<file path="src/rtl/fe2de_queue_if.sv">
// Fetch-to-decode queue interface: flush sources, fetch-side enqueue bundle and decode-side head bundle.
interface fe2de_queue_if #(
   parameter int unsigned XLEN  = 32,
   parameter int unsigned ILEN  = 32,
   parameter int unsigned DEPTH = 2
);
   localparam int unsigned CNTW = $clog2(DEPTH) + 1;

   logic            fet_flush;
   logic            branch_predict_err;
   logic            mem2wb_exp_ffout;
   logic            interrupt;
   logic            fe_valid;
   logic            fe_ready;
   logic [XLEN-1:0] fetch_pc;
   logic [ILEN-1:0] fetch_instr;
   logic            fet_is_x1;
   logic            fet_is_xn;
   logic            predict_bxxtaken;
   logic            fe2de_rv16;
   logic            cross_bd_kill;
   logic            de_stall;
   logic            de_valid;
   logic [XLEN-1:0] fe2de_pc_ffout;
   logic [ILEN-1:0] fe2de_instr_ffout;
   logic            fet_is_x1_ffout;
   logic            fet_is_xn_ffout;
   logic            fe2de_predict_bxxtaken_ffout;
   logic            fe2de_rv16_ffout;
   logic            fet_stall;
   logic [CNTW-1:0] q_count;

   modport slave (
      input  fet_flush, branch_predict_err, mem2wb_exp_ffout, interrupt,
      input  fe_valid, fetch_pc, fetch_instr, fet_is_x1, fet_is_xn,
      input  predict_bxxtaken, fe2de_rv16, cross_bd_kill, de_stall,
      output fe_ready, de_valid, fe2de_pc_ffout, fe2de_instr_ffout,
      output fet_is_x1_ffout, fet_is_xn_ffout, fe2de_predict_bxxtaken_ffout,
      output fe2de_rv16_ffout, fet_stall, q_count
   );

   modport master (
      output fet_flush, branch_predict_err, mem2wb_exp_ffout, interrupt,
      output fe_valid, fetch_pc, fetch_instr, fet_is_x1, fet_is_xn,
      output predict_bxxtaken, fe2de_rv16, cross_bd_kill, de_stall,
      input  fe_ready, de_valid, fe2de_pc_ffout, fe2de_instr_ffout,
      input  fet_is_x1_ffout, fet_is_xn_ffout, fe2de_predict_bxxtaken_ffout,
      input  fe2de_rv16_ffout, fet_stall, q_count
   );
endinterface

</file>
<file path="src/rtl/fe2de_queue.sv">
// DEPTH-entry fetch-to-decode instruction FIFO with flush and NOP bubble on empty.
// Optional FE2DE_BYPASS_EN: empty queue forwards fetch inputs to decode in the same cycle.
module fe2de_queue #(
   parameter int unsigned XLEN  = 32,
   parameter int unsigned ILEN  = 32,
   parameter int unsigned DEPTH = 2
) (
   input logic           clk,
   input logic           cpurst_n,
   fe2de_queue_if.slave  bus
);
   localparam int unsigned PW   = $clog2(DEPTH);
   localparam int unsigned CNTW = PW + 1;

   typedef struct packed {
      logic [XLEN-1:0] pc;
      logic [ILEN-1:0] instr;
      logic            is_x1;
      logic            is_xn;
      logic            bxx_taken;
      logic            rv16;
   } entry_t;

   entry_t          mem [DEPTH];
   logic [PW-1:0]   wr_ptr;
   logic [PW-1:0]   rd_ptr;
   logic [CNTW-1:0] count;

   logic   flush;
   logic   full;
   logic   empty;
   logic   byp;
   logic   enq;
   logic   deq;
   logic   valid;
   entry_t fe_entry;
   entry_t head;

   assign flush = bus.fet_flush | bus.branch_predict_err | bus.mem2wb_exp_ffout | bus.interrupt;
   assign full  = (count == CNTW'(DEPTH));
   assign empty = (count == '0);

`ifdef FE2DE_BYPASS_EN
   assign byp = empty & bus.fe_valid & ~flush;
`else
   assign byp = 1'b0;
`endif

   // A bypassed instruction that decode consumes immediately never occupies a slot.
   assign enq = bus.fe_valid & ~full & ~flush & ~(byp & ~bus.de_stall);
   assign deq = ~empty & ~bus.de_stall & ~flush;

   always_comb begin
      fe_entry           = '0;
      fe_entry.pc        = bus.fetch_pc;
      fe_entry.instr     = bus.cross_bd_kill ? '0 : bus.fetch_instr;
      fe_entry.is_x1     = bus.fet_is_x1;
      fe_entry.is_xn     = bus.fet_is_xn;
      fe_entry.bxx_taken = bus.predict_bxxtaken;
      fe_entry.rv16      = bus.fe2de_rv16;
   end

   always_ff @(posedge clk or negedge cpurst_n) begin
      if (!cpurst_n) begin
         wr_ptr <= '0;
         rd_ptr <= '0;
         count  <= '0;
         for (int i = 0; i < int'(DEPTH); i++) mem[i] <= '0;
      end else if (flush) begin
         wr_ptr <= '0;
         rd_ptr <= '0;
         count  <= '0;
      end else begin
         if (enq) begin
            mem[wr_ptr] <= fe_entry;
            wr_ptr      <= wr_ptr + PW'(1);
         end
         if (deq) rd_ptr <= rd_ptr + PW'(1);
         count <= count + CNTW'(enq) - CNTW'(deq);
      end
   end

   // Head view: bypassed fetch entry or stored head; everything but pc masked to NOP when invalid.
   always_comb begin
      valid = ~empty | byp;
      head  = byp ? fe_entry : mem[rd_ptr];
      if (!valid) begin
         head.instr     = '0;
         head.is_x1     = 1'b0;
         head.is_xn     = 1'b0;
         head.bxx_taken = 1'b0;
         head.rv16      = 1'b0;
      end
   end

   assign bus.de_valid                     = valid;
   assign bus.fe2de_pc_ffout               = head.pc;
   assign bus.fe2de_instr_ffout            = head.instr;
   assign bus.fet_is_x1_ffout              = head.is_x1;
   assign bus.fet_is_xn_ffout              = head.is_xn;
   assign bus.fe2de_predict_bxxtaken_ffout = head.bxx_taken;
   assign bus.fe2de_rv16_ffout             = head.rv16;
   assign bus.fe_ready                     = ~full;
   assign bus.fet_stall                    = full;
   assign bus.q_count                      = count;
endmodule

</file>
<file path="src/flat_wrapper.sv">
// flat-port wrapper written by rule: the top's interface ports become plain ports
module fe2de_queue_flat 
#(
   parameter int unsigned XLEN  = 32,
   parameter int unsigned ILEN  = 32,
   parameter int unsigned DEPTH = 2
)
  (clk, cpurst_n, bus_fet_flush, bus_branch_predict_err, bus_mem2wb_exp_ffout, bus_interrupt, bus_fe_valid, bus_fetch_pc, bus_fetch_instr, bus_fet_is_x1, bus_fet_is_xn, bus_predict_bxxtaken, bus_fe2de_rv16, bus_cross_bd_kill, bus_de_stall, bus_fe_ready, bus_de_valid, bus_fe2de_pc_ffout, bus_fe2de_instr_ffout, bus_fet_is_x1_ffout, bus_fet_is_xn_ffout, bus_fe2de_predict_bxxtaken_ffout, bus_fe2de_rv16_ffout, bus_fet_stall, bus_q_count);
  fe2de_queue_if #(.XLEN(XLEN), .ILEN(ILEN), .DEPTH(DEPTH)) bus_i ();
  input logic clk;
  input logic cpurst_n;
  input wire logic [$bits(bus_i.fet_flush)-1:0] bus_fet_flush;
  input wire logic [$bits(bus_i.branch_predict_err)-1:0] bus_branch_predict_err;
  input wire logic [$bits(bus_i.mem2wb_exp_ffout)-1:0] bus_mem2wb_exp_ffout;
  input wire logic [$bits(bus_i.interrupt)-1:0] bus_interrupt;
  input wire logic [$bits(bus_i.fe_valid)-1:0] bus_fe_valid;
  input wire logic [$bits(bus_i.fetch_pc)-1:0] bus_fetch_pc;
  input wire logic [$bits(bus_i.fetch_instr)-1:0] bus_fetch_instr;
  input wire logic [$bits(bus_i.fet_is_x1)-1:0] bus_fet_is_x1;
  input wire logic [$bits(bus_i.fet_is_xn)-1:0] bus_fet_is_xn;
  input wire logic [$bits(bus_i.predict_bxxtaken)-1:0] bus_predict_bxxtaken;
  input wire logic [$bits(bus_i.fe2de_rv16)-1:0] bus_fe2de_rv16;
  input wire logic [$bits(bus_i.cross_bd_kill)-1:0] bus_cross_bd_kill;
  input wire logic [$bits(bus_i.de_stall)-1:0] bus_de_stall;
  output wire logic [$bits(bus_i.fe_ready)-1:0] bus_fe_ready;
  output wire logic [$bits(bus_i.de_valid)-1:0] bus_de_valid;
  output wire logic [$bits(bus_i.fe2de_pc_ffout)-1:0] bus_fe2de_pc_ffout;
  output wire logic [$bits(bus_i.fe2de_instr_ffout)-1:0] bus_fe2de_instr_ffout;
  output wire logic [$bits(bus_i.fet_is_x1_ffout)-1:0] bus_fet_is_x1_ffout;
  output wire logic [$bits(bus_i.fet_is_xn_ffout)-1:0] bus_fet_is_xn_ffout;
  output wire logic [$bits(bus_i.fe2de_predict_bxxtaken_ffout)-1:0] bus_fe2de_predict_bxxtaken_ffout;
  output wire logic [$bits(bus_i.fe2de_rv16_ffout)-1:0] bus_fe2de_rv16_ffout;
  output wire logic [$bits(bus_i.fet_stall)-1:0] bus_fet_stall;
  output wire logic [$bits(bus_i.q_count)-1:0] bus_q_count;
  assign bus_i.fet_flush = bus_fet_flush;
  assign bus_i.branch_predict_err = bus_branch_predict_err;
  assign bus_i.mem2wb_exp_ffout = bus_mem2wb_exp_ffout;
  assign bus_i.interrupt = bus_interrupt;
  assign bus_i.fe_valid = bus_fe_valid;
  assign bus_i.fetch_pc = bus_fetch_pc;
  assign bus_i.fetch_instr = bus_fetch_instr;
  assign bus_i.fet_is_x1 = bus_fet_is_x1;
  assign bus_i.fet_is_xn = bus_fet_is_xn;
  assign bus_i.predict_bxxtaken = bus_predict_bxxtaken;
  assign bus_i.fe2de_rv16 = bus_fe2de_rv16;
  assign bus_i.cross_bd_kill = bus_cross_bd_kill;
  assign bus_i.de_stall = bus_de_stall;
  assign bus_fe_ready = bus_i.fe_ready;
  assign bus_de_valid = bus_i.de_valid;
  assign bus_fe2de_pc_ffout = bus_i.fe2de_pc_ffout;
  assign bus_fe2de_instr_ffout = bus_i.fe2de_instr_ffout;
  assign bus_fet_is_x1_ffout = bus_i.fet_is_x1_ffout;
  assign bus_fet_is_xn_ffout = bus_i.fet_is_xn_ffout;
  assign bus_fe2de_predict_bxxtaken_ffout = bus_i.fe2de_predict_bxxtaken_ffout;
  assign bus_fe2de_rv16_ffout = bus_i.fe2de_rv16_ffout;
  assign bus_fet_stall = bus_i.fet_stall;
  assign bus_q_count = bus_i.q_count;
  fe2de_queue #(.XLEN(XLEN), .ILEN(ILEN), .DEPTH(DEPTH)) u_core (.clk(clk), .cpurst_n(cpurst_n), .bus(bus_i));
endmodule
</file>
<file path="config.mk">
export PLATFORM = sky130hd
export DESIGN_NAME = fe2de_queue_flat
export DESIGN_NICKNAME = d
export VERILOG_FILES = /design/src/rtl/fe2de_queue_if.sv /design/src/rtl/fe2de_queue.sv /design/src/flat_wrapper.sv
export SDC_FILE = /design/constraint.sdc
export NUM_CORES = 1
export LEC_CHECK = 0
export ABC_CLOCK_PERIOD_IN_PS = 4900
export BUFFER_PORTS_ARGS = -buffer_cell sky130_fd_sc_hd__buf_2
export CAP_MARGIN = 0
export CORE_MARGIN = 8
export CORE_UTILIZATION = 40
export DETAILED_ROUTE_END_ITERATION = 8
export RECOVER_POWER = 100
export SLEW_MARGIN = 20
export SYNTH_ARGS = -nofsm -noshare
export SYNTH_HDL_FRONTEND = slang
export SYNTH_SLANG_ARGS = --single-unit
</file>
<file path="constraint.sdc">
create_clock -name clk -period 4.9 [get_ports clk]
set_clock_uncertainty 0.05 [all_clocks]
set_input_delay 0.98 -clock clk [delete_from_list [all_inputs] [get_ports clk]]
set_output_delay 0.98 -clock clk [all_outputs]
set_load 0.02 [all_outputs]
</file>
==> impl_metrics.tcl <==
set metrics [dict create \
    reg2reg_to "u_core.mem[59]" \
    use_met2_pct 24.08 \
    gp_congestion 0.7405 \
    total_power_uw 3048 \
    io_buffers 149 \
    synth_area_leader_cell "dfrtp_1" \
    cts_resized 0 \
    slew_headroom_pct -74.93 \
    rsz0062_at_grt "false" \
    worstPathMaxFanout 41 \
    clk_path_buf_depth 2 \
    dieHeight_um 143.4 \
    timing.final.ws_setup_ps 1072 \
    ir_drop_v 0.0002404 \
    grt_usage_pct 14.87 \
    cap_violations 4 \
    h-tree-depth 4 \
    finalCriticalPeriod_ps 3828 \
    syn_to_final_growth_pct 20.86 \
    synth_cell_type_count 21 \
    outcome "finished with violations" \
    drive_gt1_share_pct 41.76 \
    detail-route-antenna-nets 0 \
    hold_path_class "register to register" \
    dp_hpwl_mm 9.360 \
    io_pins 150 \
    powerDensity_nw_per_um2 388.3 \
    synthCells 470 \
    hold_viol 0 \
    p_leak_uw 0.003646 \
    required_ps 3870 \
    drc_errors 0 \
    drv_slew 237 \
    clk_pin_slew_worst_paths_ps 60 \
    worstReg2RegStart "u_core.bus.q_count[0]" \
    ys_warn_count 0 \
    wl_per_cell_um 17.37 \
    fin_nets 691 \
    synthTopCellsByArea "dfrtp_1, mux2_2, mux2i_1, mux2_4, nor2b_1" \
    antenna_found_initial 0 \
    post_drt_via_cell_ratio 4.870 \
    grt_pass1_vias 4645 \
    cts_inserted_buffers 17 \
    dr.pass1.iters 4 \
    start_kind "register" \
    grt_max_degree 107 \
    gr-usage-met3_pct 4.977 \
    whs_ps 442.8 \
    ys.flop_type "dfrtp_1" \
    grt_first_pass_wirelength_mm 23.92 \
    synth.most_common_cell "mux2_2" \
    ys_ff_latch 140 \
    final-setup-viol-count 0 \
    crit_end "bus_fe2de_pc_ffout[27]" \
    worst_pin_slew_ps 2624 \
    crit_type "register to primary output" \
    tns_ps 0 \
    postCtsSetupBuffers 0 \
    fp.dieArea_um2 20570 \
    synth_nets 549 \
    synth.top_cells.by_count "mux2_2, dfrtp_1, nor2_1, mux2i_1, nor2b_1" \
    cp_data_arrival_time_ps 2800 \
    fin_crit_sh_pct 78.12 \
    core_um2 15890 \
    grt_overflow 0 \
    synth_area_um2 6495 \
    clkSinkCount 140 \
    wl_mm 14.61 \
    synthArstFlopShare_pct 100.0 \
    cts_tree "built" \
    synth-edff-count 0 \
    vias 4096 \
    n_antenna_cell 0 \
    n_fill_cell 1546 \
    ff2ff_setup_slack_ps 1990 \
    clock_latency_ps 410 \
    use_met1_pct 18.59 \
    place_ws_ps 1622 \
    cp-end-kind "primary output" \
    drtIter0Drc 110 \
    violations "max-capacitance violations, max-slew violations" \
    fmax_mhz 261.2 \
    yosysTopAreaCellShare_pct 53.94 \
    start_util_pct 40.89 \
    grt_busiest_layer "met2" \
    instances_no_fill 841 \
    reg2reg_depth 6 \
    cp-startpoint "u_core.rd_ptr" \
    dp.cells 806 \
    hold_buffers 0 \
    ys_seq_area_share_pct 53.94 \
    die_w_um 143.4 \
    avgSynthCellArea_um2 13.82 \
    std_cell_rows 46 \
    root_buffer "clkbuf_16" \
]
==> layer usage <==
layer | part of all wire (%) | vias up
met4 | 1.0 | 0
met5 | 0 | -
met1 | 46 | 2065
met2 | 47 | 102
li1 | - | 1915
met3 | 6.5 | 14
==> cell type report <==
class,instances,area [um2],area share [%]
Clock buffer,20,446.7,5.690
Inverter,6,22.52,0.2869
Multi-Input combinational cell,293,2714,34.57
Timing Repair Buffer,154,747.0,9.515
Sequential cell,140,3503,44.63
Clock inverter,12,146.4,1.865
Tap cell,216,270.3,3.443
==> sequential cells by signal, indices dropped and copies added (netlist names) <==
name,cells
u_core.mem,136
u_core.bus.q_count,2
u_core.rd_ptr,1
u_core.wr_ptr,1
==> cells by family (layout without fill, tap and decap cells) <==
family,after synthesis,count (layout),synth area share (%)
XOR/XNOR,1,1,0.1349
flip-flops,140,140,53.94
buffers and inverters,37,192,2.928
multiplexers,204,204,35.83
adder cells (fa/ha/maj),2,2,0.3852
AND/OR/NAND/NOR,82,82,6.473
AO/OA/AOI/OAI,4,4,0.3082
==> how the worst min path moves through the flow <==
| stage | from | endpoint | depth (start not counted) |
|---|---|---|---|
| final | u_core.mem[94] | u_core.mem[94] | 1 |
| after global routing | u_core.mem[96] | u_core.mem[96] | 1 |
| after CTS | u_core.mem[108] | u_core.mem[108] | 1 |
| after detailed placement | u_core.mem[113] | u_core.mem[113] | 1 |
| after global placement | u_core.mem[111] | u_core.mem[111] | 1 |
| after floorplan | u_core.mem[57] | u_core.mem[57] | 1 |
==> where the power goes <==
part           switching, uW  leakage, uW  internal (uW)  total [uW]
combinational            227      0.00150            202         429
clock                    467     0.000286            809        1280
sequential              59.7      0.00186           1280        1340
total                    754      0.00365           2290        3050
==> critical path, stage by stage, from the launching register on <==
cell      delay (ps)
dfrtp_1         1450
buf_16           340
mux2_2           380
clkbuf_1         180
==> per-stage QoR <==
stage,util (%),area (um2)
floorplan,-,6495
global placement,46.47,7382
detailed placement,46.47,7382
CTS,50.20,7975
global route,49.42,7850
finish,49.42,7850
==> layout by cell type, fill, tap and decap left out, drive strengths merged <==
cell type	n
xor2	1
o21ai	2
mux2	168
or4	2
or3	2
a21oi	2
buf	83
mux2i	36
nor2b	32
dfrtp	140
clkinvlp	3
and2	1
nor2	39
nand2	2
inv	6
clkbuf	91
nor3	4
bufinv	3
ha	2
clkinv	6
No activity file was read; power rests on OpenSTA's default activity.
